--- src/rtl/game_countdown_timer.sv ---
// game_countdown_timer: seconds countdown for game rounds.
// Prescaled 1 Hz tick, pause/resume, saturating bonus time, reload mode.
module game_countdown_timer #(
  parameter int TICKS_PER_SEC = 31_500_000,
  parameter int COUNT_W       = 8,
  parameter int AUTO_RELOAD   = 0
) (
  input  logic               clk,
  input  logic               reset,
  input  logic               load,
  input  logic [COUNT_W-1:0] loadValue,
  input  logic               enable,
  input  logic               addTime,
  input  logic [COUNT_W-1:0] addValue,
  output logic               secPulse,
  output logic [COUNT_W-1:0] remaining,
  output logic               running,
  output logic               expired,
  output logic               done
);

  localparam int PW = $clog2(TICKS_PER_SEC);
  localparam logic [PW-1:0] PS_LAST = PW'(TICKS_PER_SEC - 1);
  localparam logic [COUNT_W-1:0] CNT_MAX = '1;

  typedef enum logic [1:0] {
    IDLE,
    RUN,
    PAUSE,
    DONE
  } state_t;

  state_t             state, state_n;
  logic [PW-1:0]      presc, presc_n;
  logic [COUNT_W-1:0] rem_q, rem_n;
  logic [COUNT_W-1:0] rld_q, rld_n;
  logic               sec_q, sec_n;
  logic               exp_q, exp_n;
  logic               active, tick, add_ok;
  logic [COUNT_W+1:0] sum;
  logic [COUNT_W-1:0] sat;

  always_ff @(posedge clk) begin
    if (reset) begin
      state <= IDLE;
      presc <= '0;
      rem_q <= '0;
      rld_q <= '0;
      sec_q <= 1'b0;
      exp_q <= 1'b0;
    end else begin
      state <= state_n;
      presc <= presc_n;
      rem_q <= rem_n;
      rld_q <= rld_n;
      sec_q <= sec_n;
      exp_q <= exp_n;
    end
  end

  // Two guard bits: one for add overflow, one for tick underflow.
  always_comb begin
    active = (state == RUN) || (state == PAUSE);
    tick   = active && enable && (presc == PS_LAST);
    add_ok = active && addTime;
    sum    = {2'b00, rem_q}
           + (add_ok ? {2'b00, addValue} : '0)
           - (COUNT_W+2)'(tick);
    if (sum[COUNT_W+1]) begin
      sat = '0;
    end else if (sum[COUNT_W]) begin
      sat = CNT_MAX;
    end else begin
      sat = sum[COUNT_W-1:0];
    end
  end

  always_comb begin
    state_n = state;
    presc_n = presc;
    rem_n   = rem_q;
    rld_n   = rld_q;
    sec_n   = 1'b0;
    exp_n   = 1'b0;
    if (load) begin
      rem_n   = loadValue;
      rld_n   = loadValue;
      presc_n = '0;
      if (loadValue == '0) begin
        state_n = DONE;
        exp_n   = 1'b1;
      end else begin
        state_n = enable ? RUN : PAUSE;
      end
    end else if (active) begin
      state_n = enable ? RUN : PAUSE;
      if (enable) begin
        presc_n = tick ? '0 : presc + 1'b1;
      end
      rem_n = sat;
      sec_n = tick;
      // Expiry only on a tick whose combined result is zero.
      if (tick && (sat == '0)) begin
        exp_n = 1'b1;
        if (AUTO_RELOAD != 0) begin
          rem_n = rld_q;
        end else begin
          state_n = DONE;
          presc_n = '0;
        end
      end
    end
  end

  assign secPulse  = sec_q;
  assign remaining = rem_q;
  assign expired   = exp_q;
  assign running   = (state == RUN);
  assign done      = (state == DONE);

endmodule

--- config.mk ---
export PLATFORM = sky130hd
export DESIGN_NAME = game_countdown_timer
export DESIGN_NICKNAME = d
export VERILOG_FILES = /design/src/rtl/game_countdown_timer.sv
export SDC_FILE = /design/constraint.sdc
export NUM_CORES = 1
export LEC_CHECK = 0
export BUFFER_PORTS_ARGS = -buffer_cell sky130_fd_sc_hd__buf_4
export CAP_MARGIN = 15
export CORE_MARGIN = 3
export CORE_UTILIZATION = 52
export DETAILED_ROUTE_END_ITERATION = 16
export PLACE_DENSITY = 0.78
export SYNTH_ARGS = -nofsm -noshare
export SYNTH_HDL_FRONTEND = slang
export SYNTH_SLANG_ARGS = --single-unit
--- constraint.sdc ---
create_clock -name clk -period 3.7 [get_ports clk]
set_input_delay 0.37 -clock clk [delete_from_list [all_inputs] [get_ports clk]]
set_output_delay 0.37 -clock clk [all_outputs]
set_load 0.05 [all_outputs]
# Word-level counts from Yosys, hierarchy flattened
# Cells that the tools add are included.
[totals] in_bits=21 word_cells=42 output_inout_bits=12 ff_bits=37
[classes] eq_ne=4 bitwise_logic=1 reduce_logical=12 mux=17 add_sub_neg=3
[op_table] op="$mux W25" n=3
[op_table] op="$mux W8" n=5
[op_table] op="$add A25 B1 Y25 const B" n=1
[op_table] op="$eq A25 B25 Y1 const B" n=1
[op_table] op="$logic_not A8 Y1" n=2
[op_table] op="$mux W2" n=5
[op_table] op="$sub A9 B1 Y10" n=1
[op_table] op="$add A8 B8 Y9" n=1
[op_table] op="$eq A2 B2 Y1 const B" n=2
[op_table] op="$logic_and A1 B1 Y1" n=4
[op_table] op="$mux W1" n=4
[op_table] op="$reduce_bool A2 Y1" n=2
[op_table] op="$reduce_or A3 Y1" n=1
[op_table] op="$eq A2 B1 Y1 const B" n=1
[op_table] op="$reduce_and A2 Y1" n=1
[op_table] op="$reduce_or A2 Y1" n=1
[op_table] op="$logic_or A1 B1 Y1" n=1
[op_table] op="$not A1 Y1" n=1

# Depth between registers and ports, before layout
# Gate-level depths: netlist (run 1).
[logic_depth] word_depth=13 ltp_mapped=17 ltp_nobuf=17

# Least setup slack after synthesis (run 1)
# OpenSTA, ideal clock, no wires.
[synth_path] path_type="register to register" start="reg state[1]" end="reg rem_q[7], in the netlist remaining[7]" path_slack_ps=103 n_path_buf=2 t_required_ps=3555 period_less_slack_ps=3597 arrival_time_ps=3452 stages_incl_launch_ff=18 setup_ps=145 path_cell_list="dfxtp_1 -> inv_1 -> ha_1 -> clkbuf_1 -> nor2b_1 -> clkbuf_1 -> nand2_1 -> ha_1 -> inv_1 -> ha_1 -> inv_1 -> fa_1 -> nand2b_1 -> a2111o_1 -> o211ai_2 -> o2111a_1 -> nand2b_1 -> a221oi_2"
[synth_between] elab_chain_cells=10 word_cells_on_any_way=14 cone_classes="2 x add/sub; 2 x eq/ne; 5 x mux; 5 x reduce/logical"
[synth_rtl] item="from (decl)" line_no="33" source="state_t state, state_n;"
[synth_rtl] item="from (signal assigned)" line_no="52" source="state <= state_n;"
[synth_rtl] item="$eq A2 B1 Y1 or $eq A2 B2 Y1 (tied branches)" line_no="63" source="active = (state == RUN) || (state == PAUSE);"
[synth_rtl] item="$logic_or A1 B1 Y1 *" line_no="63"
[synth_rtl] item="$logic_and A1 B1 Y1" line_no="65" source="add_ok = active && addTime;"
[synth_rtl] item="$mux W8" line_no="67" source="+ (add_ok ? {2'b00, addValue} : '0)"
[synth_rtl] item="$add A8 B8 Y9" line_no="67"
[synth_rtl] item="$sub A9 B1 Y10" line_no="68" source="- (COUNT_W+2)'(tick);"
[synth_rtl] item="$mux W8" line_no="71" source="end else if (sum[COUNT_W]) begin"
[synth_rtl] item="$mux W8" line_no="69" source="if (sum[COUNT_W+1]) begin"
[synth_rtl] item="$mux W8" line_no="95" source="end else if (active) begin"
[synth_rtl] item="$mux W8" line_no="85" source="if (load) begin"
[synth_rtl] item="to (signal assigned)" line_no="54" source="rem_q <= rem_n;"
[synth_rtl] item="to (decl)" line_no="35" source="logic [COUNT_W-1:0] rem_q, rem_n;"
# Every way passes the cells marked *; elsewhere a longest branch is shown, timed or not. The select of a mux whose other input is x is not followed.
# A chain may end at the register's enable or synchronous reset.

# Worst setup path after layout (run 1)
[layout_path] start="reg state[1]" end="reg exp_q, in the netlist expired"
[layout_between] word_cells_on_any_way=16 cone_classes="2 x add/sub; 2 x eq/ne; 6 x mux; 6 x reduce/logical"
[layout_rtl] item="$eq A2 B1 Y1 or $eq A2 B2 Y1 (tied branches)" line_no="63"
[layout_rtl] item="$logic_or A1 B1 Y1 *" line_no="63"
[layout_rtl] item="$logic_and A1 B1 Y1 * (2 in a row)" line_no="64" source="tick = active && enable && (presc == PS_LAST);"
[layout_rtl] item="named net tick" line_no="39" source="logic active, tick, add_ok;"
[layout_rtl] item="$sub A9 B1 Y10" line_no="68"
[layout_rtl] item="$mux W8" line_no="71"
[layout_rtl] item="$mux W8" line_no="69"
[layout_rtl] item="$logic_not A8 Y1" line_no="103" source="if (tick && (sat == '0)) begin"
[layout_rtl] item="$logic_and A1 B1 Y1 *" line_no="103"
[layout_rtl] item="$mux W1 *" line_no="103"
[layout_rtl] item="$mux W1 *" line_no="95"
[layout_rtl] item="$mux W1 *" line_no="85"
[layout_rtl] item="to (signal assigned)" line_no="57" source="exp_q <= exp_n;"
[layout_rtl] item="to (decl)" line_no="38" source="logic exp_q, exp_n;"
# Mark *: on every way through the listed nets, which the timed path passes. The rest lies on a longest branch.

==> summary.txt, run 1 <==
Post-synth EDFFs: 0
Initial antenna violation count: 0
Sink Count: 37
Root Buffer: clkbuf_8
Slew Viols, Final: 0
WL/cell: 13.9 µm
Reg power frac: 31.1%
P_int: 0.820 mW
RSZ-0062 raised after global routing: false
Synth Flop Type: dfxtp_1
Clock network power share: 20.8%
Fin Setup TNS: 0 ns
Syn avg cell area: 8.32 µm²
Share of power burned in combinational logic: 48.2%
Hold_buf cts: 0
Mapped Cells: 307
YS warnings: 0
Post-layout net count: 383
CTS Buffer Depth: 2
Clock Skew: 0.00724 ns
Share of cells above drive strength 1: 20.8%
Area Growth Syn to Fin: 17.6%
IO buf count: 32
CP Data Required Time: 3.91 ns
DR iter-0 viols: 174
CTS tree: built
Register bit total from synthesis: 37
Syn Std Cell Area: 2550 µm²
Fin worst setup slack: 0.191 ns
Core area: 4530 µm²
Routability congestion estimate: 0.883
Worst Tran Pin Value: 0.714 ns
Sequential fraction of the synthesis area: 29.0%
Count of different cell masters after synthesis: 55
Final period util: 94.8%
NetSw: 0.557 mW
Overflow after GRT: 0
Pre-CTS setup slack: 0.0371 ns
Syn nets: 348
IO Pins: 33
Hpwl dp: 4460 µm
Antenna viol nets, final: 0
HP Class: in -> reg
Diode count: 0
Sw frac: 40.5%
Via count: 2265
CP Data Arrival Time: 3.72 ns
Pin count of the biggest net entering global routing: 23
Core Rows: 24
Startpoint type of the worst setup path: flip-flop
DRT Pass-1 Iters: 4
Final Critical Period: 3.51 ns
Starting Density: 56.3%
Max Cap Violations: 0
Asr flop ratio synth: 0%
Pwr Density: 459 nW/µm²
Crit. End Element: flip-flop
DR vias/cell: 5.57
H-tree levels: 2
Clock Pin Slew Worst Setup and Hold Paths: 0.07 ns
First-pass GRT wire length: 9730 µm
Crit Path Category: reg -> reg
GRT Total Usage: 20.5%
Die Span X: 76.1 µm
Rel. slew slack: 52.3%
Fmax: 285 MHz
Pleak: 1.19 nW
DRC Markers: 0
Die area: 5790 µm²
Latest clock arrival within the worst-skew pair: 0.29 ns
Total power: 1.38 mW
Peak VDD IR: 377 µV
Status: complete, no violations
Routed WL: 5660 µm
Die height: 76.1 µm
Vias in the first global route: 2060
Endpoints failing hold: 0
Critical Path Fanout Max: 7
CTS Buf Count: 5
Count of final setup violators: 0
==> sequential cells by signal, summed over array words and instances, names as in the netlist <==
name	cells
expired	1
presc	25
remaining	8
secPulse	1
state	2
==> synthesized netlist by cell type (2+ instances only) <==
library cell   n  area share, %
a211oi_1       2           0.59
a21oi_1       14            2.7
a221oi_2       7            4.1
and3_1         4           0.98
and4_1         2           0.69
buf_2          3           0.59
clkbuf_1       4           0.59
dfxtp_1       37             29
ha_1          19            9.3
inv_1         28            4.1
mux2i_1        2           0.78
nand2_1       27            4.0
nand2b_1       6            1.5
nand3_1       17            3.3
nand3b_1       2           0.59
nand4_1        9            2.2
nor2_1        28            4.1
nor2b_1       12            2.9
nor3_1        11            2.2
nor3_2         2           0.78
nor4_1         3           0.74
nor4b_1        3            1.0
o211ai_1       4            1.2
o21ai_0        5           0.98
or3_1          4           0.98
xnor2_1        9            3.1
xor2_1        15            5.1
==> critical path: stages, from the launching register on <==
cell and delay (ns):
dfxtp_2 0.34, inv_1 0.05, ha_1 0.29, nand4b_4 0.19, nor4_2 0.21, nand4_1 0.16, inv_2 0.10, ha_1 0.23
inv_1 0.06, ha_2 0.19, inv_1 0.06, fa_2 0.35, nand2b_4 0.17, a2111o_1 0.41, o211ai_4 0.14, o2111a_1 0.24
nand4_1 0.12, o211ai_1 0.12
==> power by group through the flow <==
stage	sequential, mW	clock, mW	combinational [mW]
CTS	0.427	0.293	0.626
detailed placement	0.436	0	0.623
finish	0.428	0.286	0.663
floorplan	0.472	0	0.447
global placement	0.436	0	0.614
global route	0.429	0.316	0.725
==> area by class of cell <==
type / count / area (µm²)
multi-input cells: 232 / 1700
fillers: 392 / 1530
flip-flops and latches: 37 / 742
repair buffers: 37 / 278
inverters: 29 / 109
clock buffers: 6 / 82.6
well taps: 65 / 81.3
clock inverters: 1 / 7.51
==> metrics by stage <==
stage               cells  hold WS (ns)  instance area, µm²  util, %
finish                407         0.341                3000     66.2
global route          407         0.348                3000     66.2
CTS                   407         0.336                2960     65.2
detailed placement    400         0.479                2870     63.2
global placement      400         0.470                2870     63.2
floorplan             307         0.458                2550        -
==> metal layers <==
layer	part of all wire [%]	up-vias	global-route usage (%)	routed length, µm
li1	-	1158	-	-
met1	49	1042	30.0	2790
met2	45	57	30.3	2530
met3	4.7	8	3.66	266
met4	1.3	0	6.88	76
met5	0	-	0	0
==> layout by cell type, fill, tap and decap left out, types with 4 or more instances in the layout <==
cell,count
a21oi_1,13
a221oi_2,7
and3_1,4
buf_4,37
clkbuf_8,6
dfxtp_1,36
ha_1,18
inv_1,28
nand2_1,25
nand2b_1,5
nand3_1,17
nand4_1,9
nor2_1,28
nor2b_1,12
nor3_1,11
o211ai_1,4
o21ai_0,5
or3_1,4
xnor2_1,9
xor2_1,15
==> final timing paths <==
path,start,end,slack (ns),depth (start not counted)
setup / recovery,state[1],expired,0.19,17
hold reg to reg,presc[1],presc[1],0.49,2
hold / removal,loadValue[4],remaining[4],0.34,3
setup reg to reg,state[1],expired,0.19,17
==> repair_timing <==
item	CTS	global route
resized for setup	0	10
setup buffers	0	0
hold endpoints to repair	0	0
setup endpoints to repair	0	10
==> kinds of logic after synthesis <==
| logic type | share of synthesized area [%] |
|---|---|
| buffers and inverters | 6.03 |
| DFF | 29.0 |
| AOI/OAI and AO/OA | 16.7 |
| and+or+nand+nor | 29.2 |
| xor gates and xnor gates | 8.23 |
| adders and majority gates | 10.1 |
| muxes | 0.784 |
No activity file was read; power rests on OpenSTA's default activity.
==> run 2: changes to the inputs <==
- PLACE_DENSITY: 0.78 -> not set
- PLACE_DENSITY_LB_ADDON: not set -> 0.3
==> run 2 against run 1 <==
  * Critical path depth is 1 lower
  * Non-clock buffer count fell by 2
  * Critical endpoint is now state[1]
  * Design area grew 0.50%
  * Setup slack improved by 0.057 ns
  * Total power increased by 3.3%
  * Clock skew about the same
  * Via count is 0.35% lower
  * Maximum frequency is 1.7% higher
  * Sequential power about the same
  * Global-route usage up 0.59 points
  * Register-to-register slack gained 0.06 ns
==> summary.txt, run 2 (synthesized netlist as in run 1, its figures left out) <==
Largest register FFs: 25 (unchanged)
Cells after DPL: 398 (was 400)
Total power: 1.42 mW (was 1.38 mW)
Core area: 4530 µm² (unchanged)
Crit. End Element: flip-flop (unchanged)
Diode count: 0 (unchanged)
Area Growth Syn to Fin: 18.2% (was 17.6%)
Critical Path Max Stage Delay: 0.46 ns (was 0.41 ns)
Number of fill cells: 383 (was 392)
RSZ-0062 raised after global routing: false (unchanged)
IO buf count: 32 (unchanged)
DR vias/cell: 5.57 (about the same)
Fin area: 3020 µm² (was 3000 µm²)
HP Class: in -> reg (unchanged)
Pin count of the biggest net entering global routing: 23 (unchanged)
CP Data Required Time: 3.90 ns (was 3.91 ns)
Peak VDD IR: 336 µV (was 377 µV)
Fmax: 290 MHz (was 285 MHz)
Hpwl dp: 4530 µm (was 4460 µm)
Starting Density: 56.3% (unchanged)
CTS Buffer Depth: 2 (unchanged)
Pre-CTS setup slack: 0.0105 ns (was 0.0371 ns)
H-tree levels: 2 (unchanged)
Die Span X: 76.1 µm (unchanged)
Overflow after GRT: 0 (unchanged)
CTS Buf Count: 5 (unchanged)
Crit Path Category: reg -> reg (unchanged)
Post-layout net count: 381 (was 383)
Routed WL: 5930 µm (was 5660 µm)
Initial antenna violation count: 0 (unchanged)
Fin Setup TNS: 0 ns (unchanged)
Placed inst area: 2850 µm² (was 2870 µm²)
Routability congestion estimate: 0.865 (was 0.883)
Die area: 5790 µm² (unchanged)
Final period util: 93.3% (was 94.8%)
Critical Path Fanout Max: 7 (unchanged)
Latest clock arrival within the worst-skew pair: 0.29 ns (about the same)
Multi-input gate area: 1720 µm² (was 1700 µm²)
WL/cell: 14.6 µm (was 13.9 µm)
Via count: 2257 (was 2265)
Commonest non-fill, non-tap cell in the layout: dfxtp_1 (was buf_4)
Die height: 76.1 µm (unchanged)
CTS tree: built (unchanged)
Final Critical Period: 3.45 ns (was 3.51 ns)
Count of final setup violators: 0 (unchanged)
Sink Count: 37 (unchanged)
Root Buffer: clkbuf_8 (unchanged)
Worst path cell trace: ha_4 > nand4b_4 > nor4_2 > nand4_1 > inv_2 > ha_1 > inv_2 > ha_4 > inv_1 > fa_2 > nand2b_4 > a2111o_1 > o211ai_4 > o2111a_1 > nand4_1 > o211ai_1 (was inv_1 > ha_1 > nand4b_4 > nor4_2 > nand4_1 > inv_2 > ha_1 > inv_1 > ha_2 > inv_1 > fa_2 > nand2b_4 > a2111o_1 > o211ai_4 > o2111a_1 > nand4_1 > o211ai_1)
Core Rows: 24 (unchanged)
Pwr Density: 471 nW/µm² (was 459 nW/µm²)
Vias in the first global route: 2164 (was 2060)
Clock Skew: 0.00754 ns (was 0.00724 ns)
CP Data Arrival Time: 3.65 ns (was 3.72 ns)
Status: complete, no violations (unchanged)
GRT Total Usage: 21.1% (was 20.5%)
Antenna viol nets, final: 0 (unchanged)
DRC Markers: 0 (unchanged)
IO Pins: 33 (unchanged)
Pleak: 1.19 nW (about the same)
Fin worst setup slack: 0.248 ns (was 0.191 ns)
Postcts setup bufs: 0 (unchanged)
Non-filler cells, final: 405 (was 407)
Rel. slew slack: 51.8% (was 52.3%)
Commonest cells after routing, fill and taps aside: dfxtp_1 (36), buf_4 (34), nor2_1 (28) (was buf_4 (37), dfxtp_1 (36), inv_1 (28), nor2_1 (28), nand2_1 (25))
DR iter-0 viols: 169 (was 174)
Most flops, register: presc (unchanged)
First-pass GRT wire length: 10200 µm (was 9730 µm)
Register area: 742 µm² (unchanged)
Max Cap Violations: 0 (unchanged)
Clock Pin Slew Worst Setup and Hold Paths: 0.07 ns (about the same)
Share of cells above drive strength 1: 20.6% (was 20.8%)
Crit path max-delay cell type: a2111o_1 (unchanged)
Slew Viols, Final: 0 (unchanged)
Startpoint type of the worst setup path: flip-flop (unchanged)
Worst Tran Pin Value: 0.722 ns (was 0.714 ns)
Endpoints failing hold: 0 (unchanged)
DRT Pass-1 Iters: 4 (unchanged)
==> run 2: final timing paths <==
path | start | to | slack [ns] | depth (start not counted)
setup / recovery | state[0] | state[1] | 0.25 | 16
hold / removal | loadValue[4] | remaining[4] | 0.34 | 3
setup reg to reg | state[0] | state[1] | 0.25 | 16
hold reg to reg | presc[1] | presc[1] | 0.49 | 2
==> run 2: worst max-delay path, delay by kind of cell, from the launching register on <==
family	cells	cell delay [ns]
compound gates	4	0.99
fa+ha+maj	4	0.97
buf+inv	3	0.22
flops	1	0.41
simple gates	5	0.78
==> run 2: timing repair <==
item / 4_1_cts / 5_1_grt
pin swaps: 1 / 7
hold endpoints to repair: 0 / 0
resized for setup: 1 / 12
endpoints found under the setup margin: 2 / 10
cloned: 0 / 0
hold buffers: 0 / 0
==> run 2: through the flow <==
| step | hold slack [ns] | utilization (%) |
|---|---|---|
| 4_1_cts | 0.344 | 65.3 |
| 3_3_place_gp | 0.470 | 62.9 |
| 3_5_place_dp | 0.483 | 62.9 |
| 6_report | 0.339 | 66.6 |
| 2_1_floorplan | 0.458 | - |
| 5_1_grt | 0.355 | 66.6 |
==> run 2: routing by layer <==
metal	wire, µm	up-vias	track usage, %
met5	0	-	0
met4	90	0	5.98
met3	232	9	4.14
met2	2660	43	32.5
met1	2940	1054	30.0
li1	-	1151	-
==> run 2: layout make-up <==
type                            count  share of cell area [%]
Tap cell                           65                    2.69
Clock inverter                      2                    1.16
Clock buffer                        5                    2.28
Inverter                           29                    3.61
Sequential cell                    37                    24.6
Timing Repair Buffer               35                    8.83
Multi-Input combinational cell    232                    56.8
==> run 2: power by group <==
group | switching, mW | internal (mW)
Sequential | 0.0175 | 0.413
Combinational | 0.403 | 0.255
Clock | 0.139 | 0.196
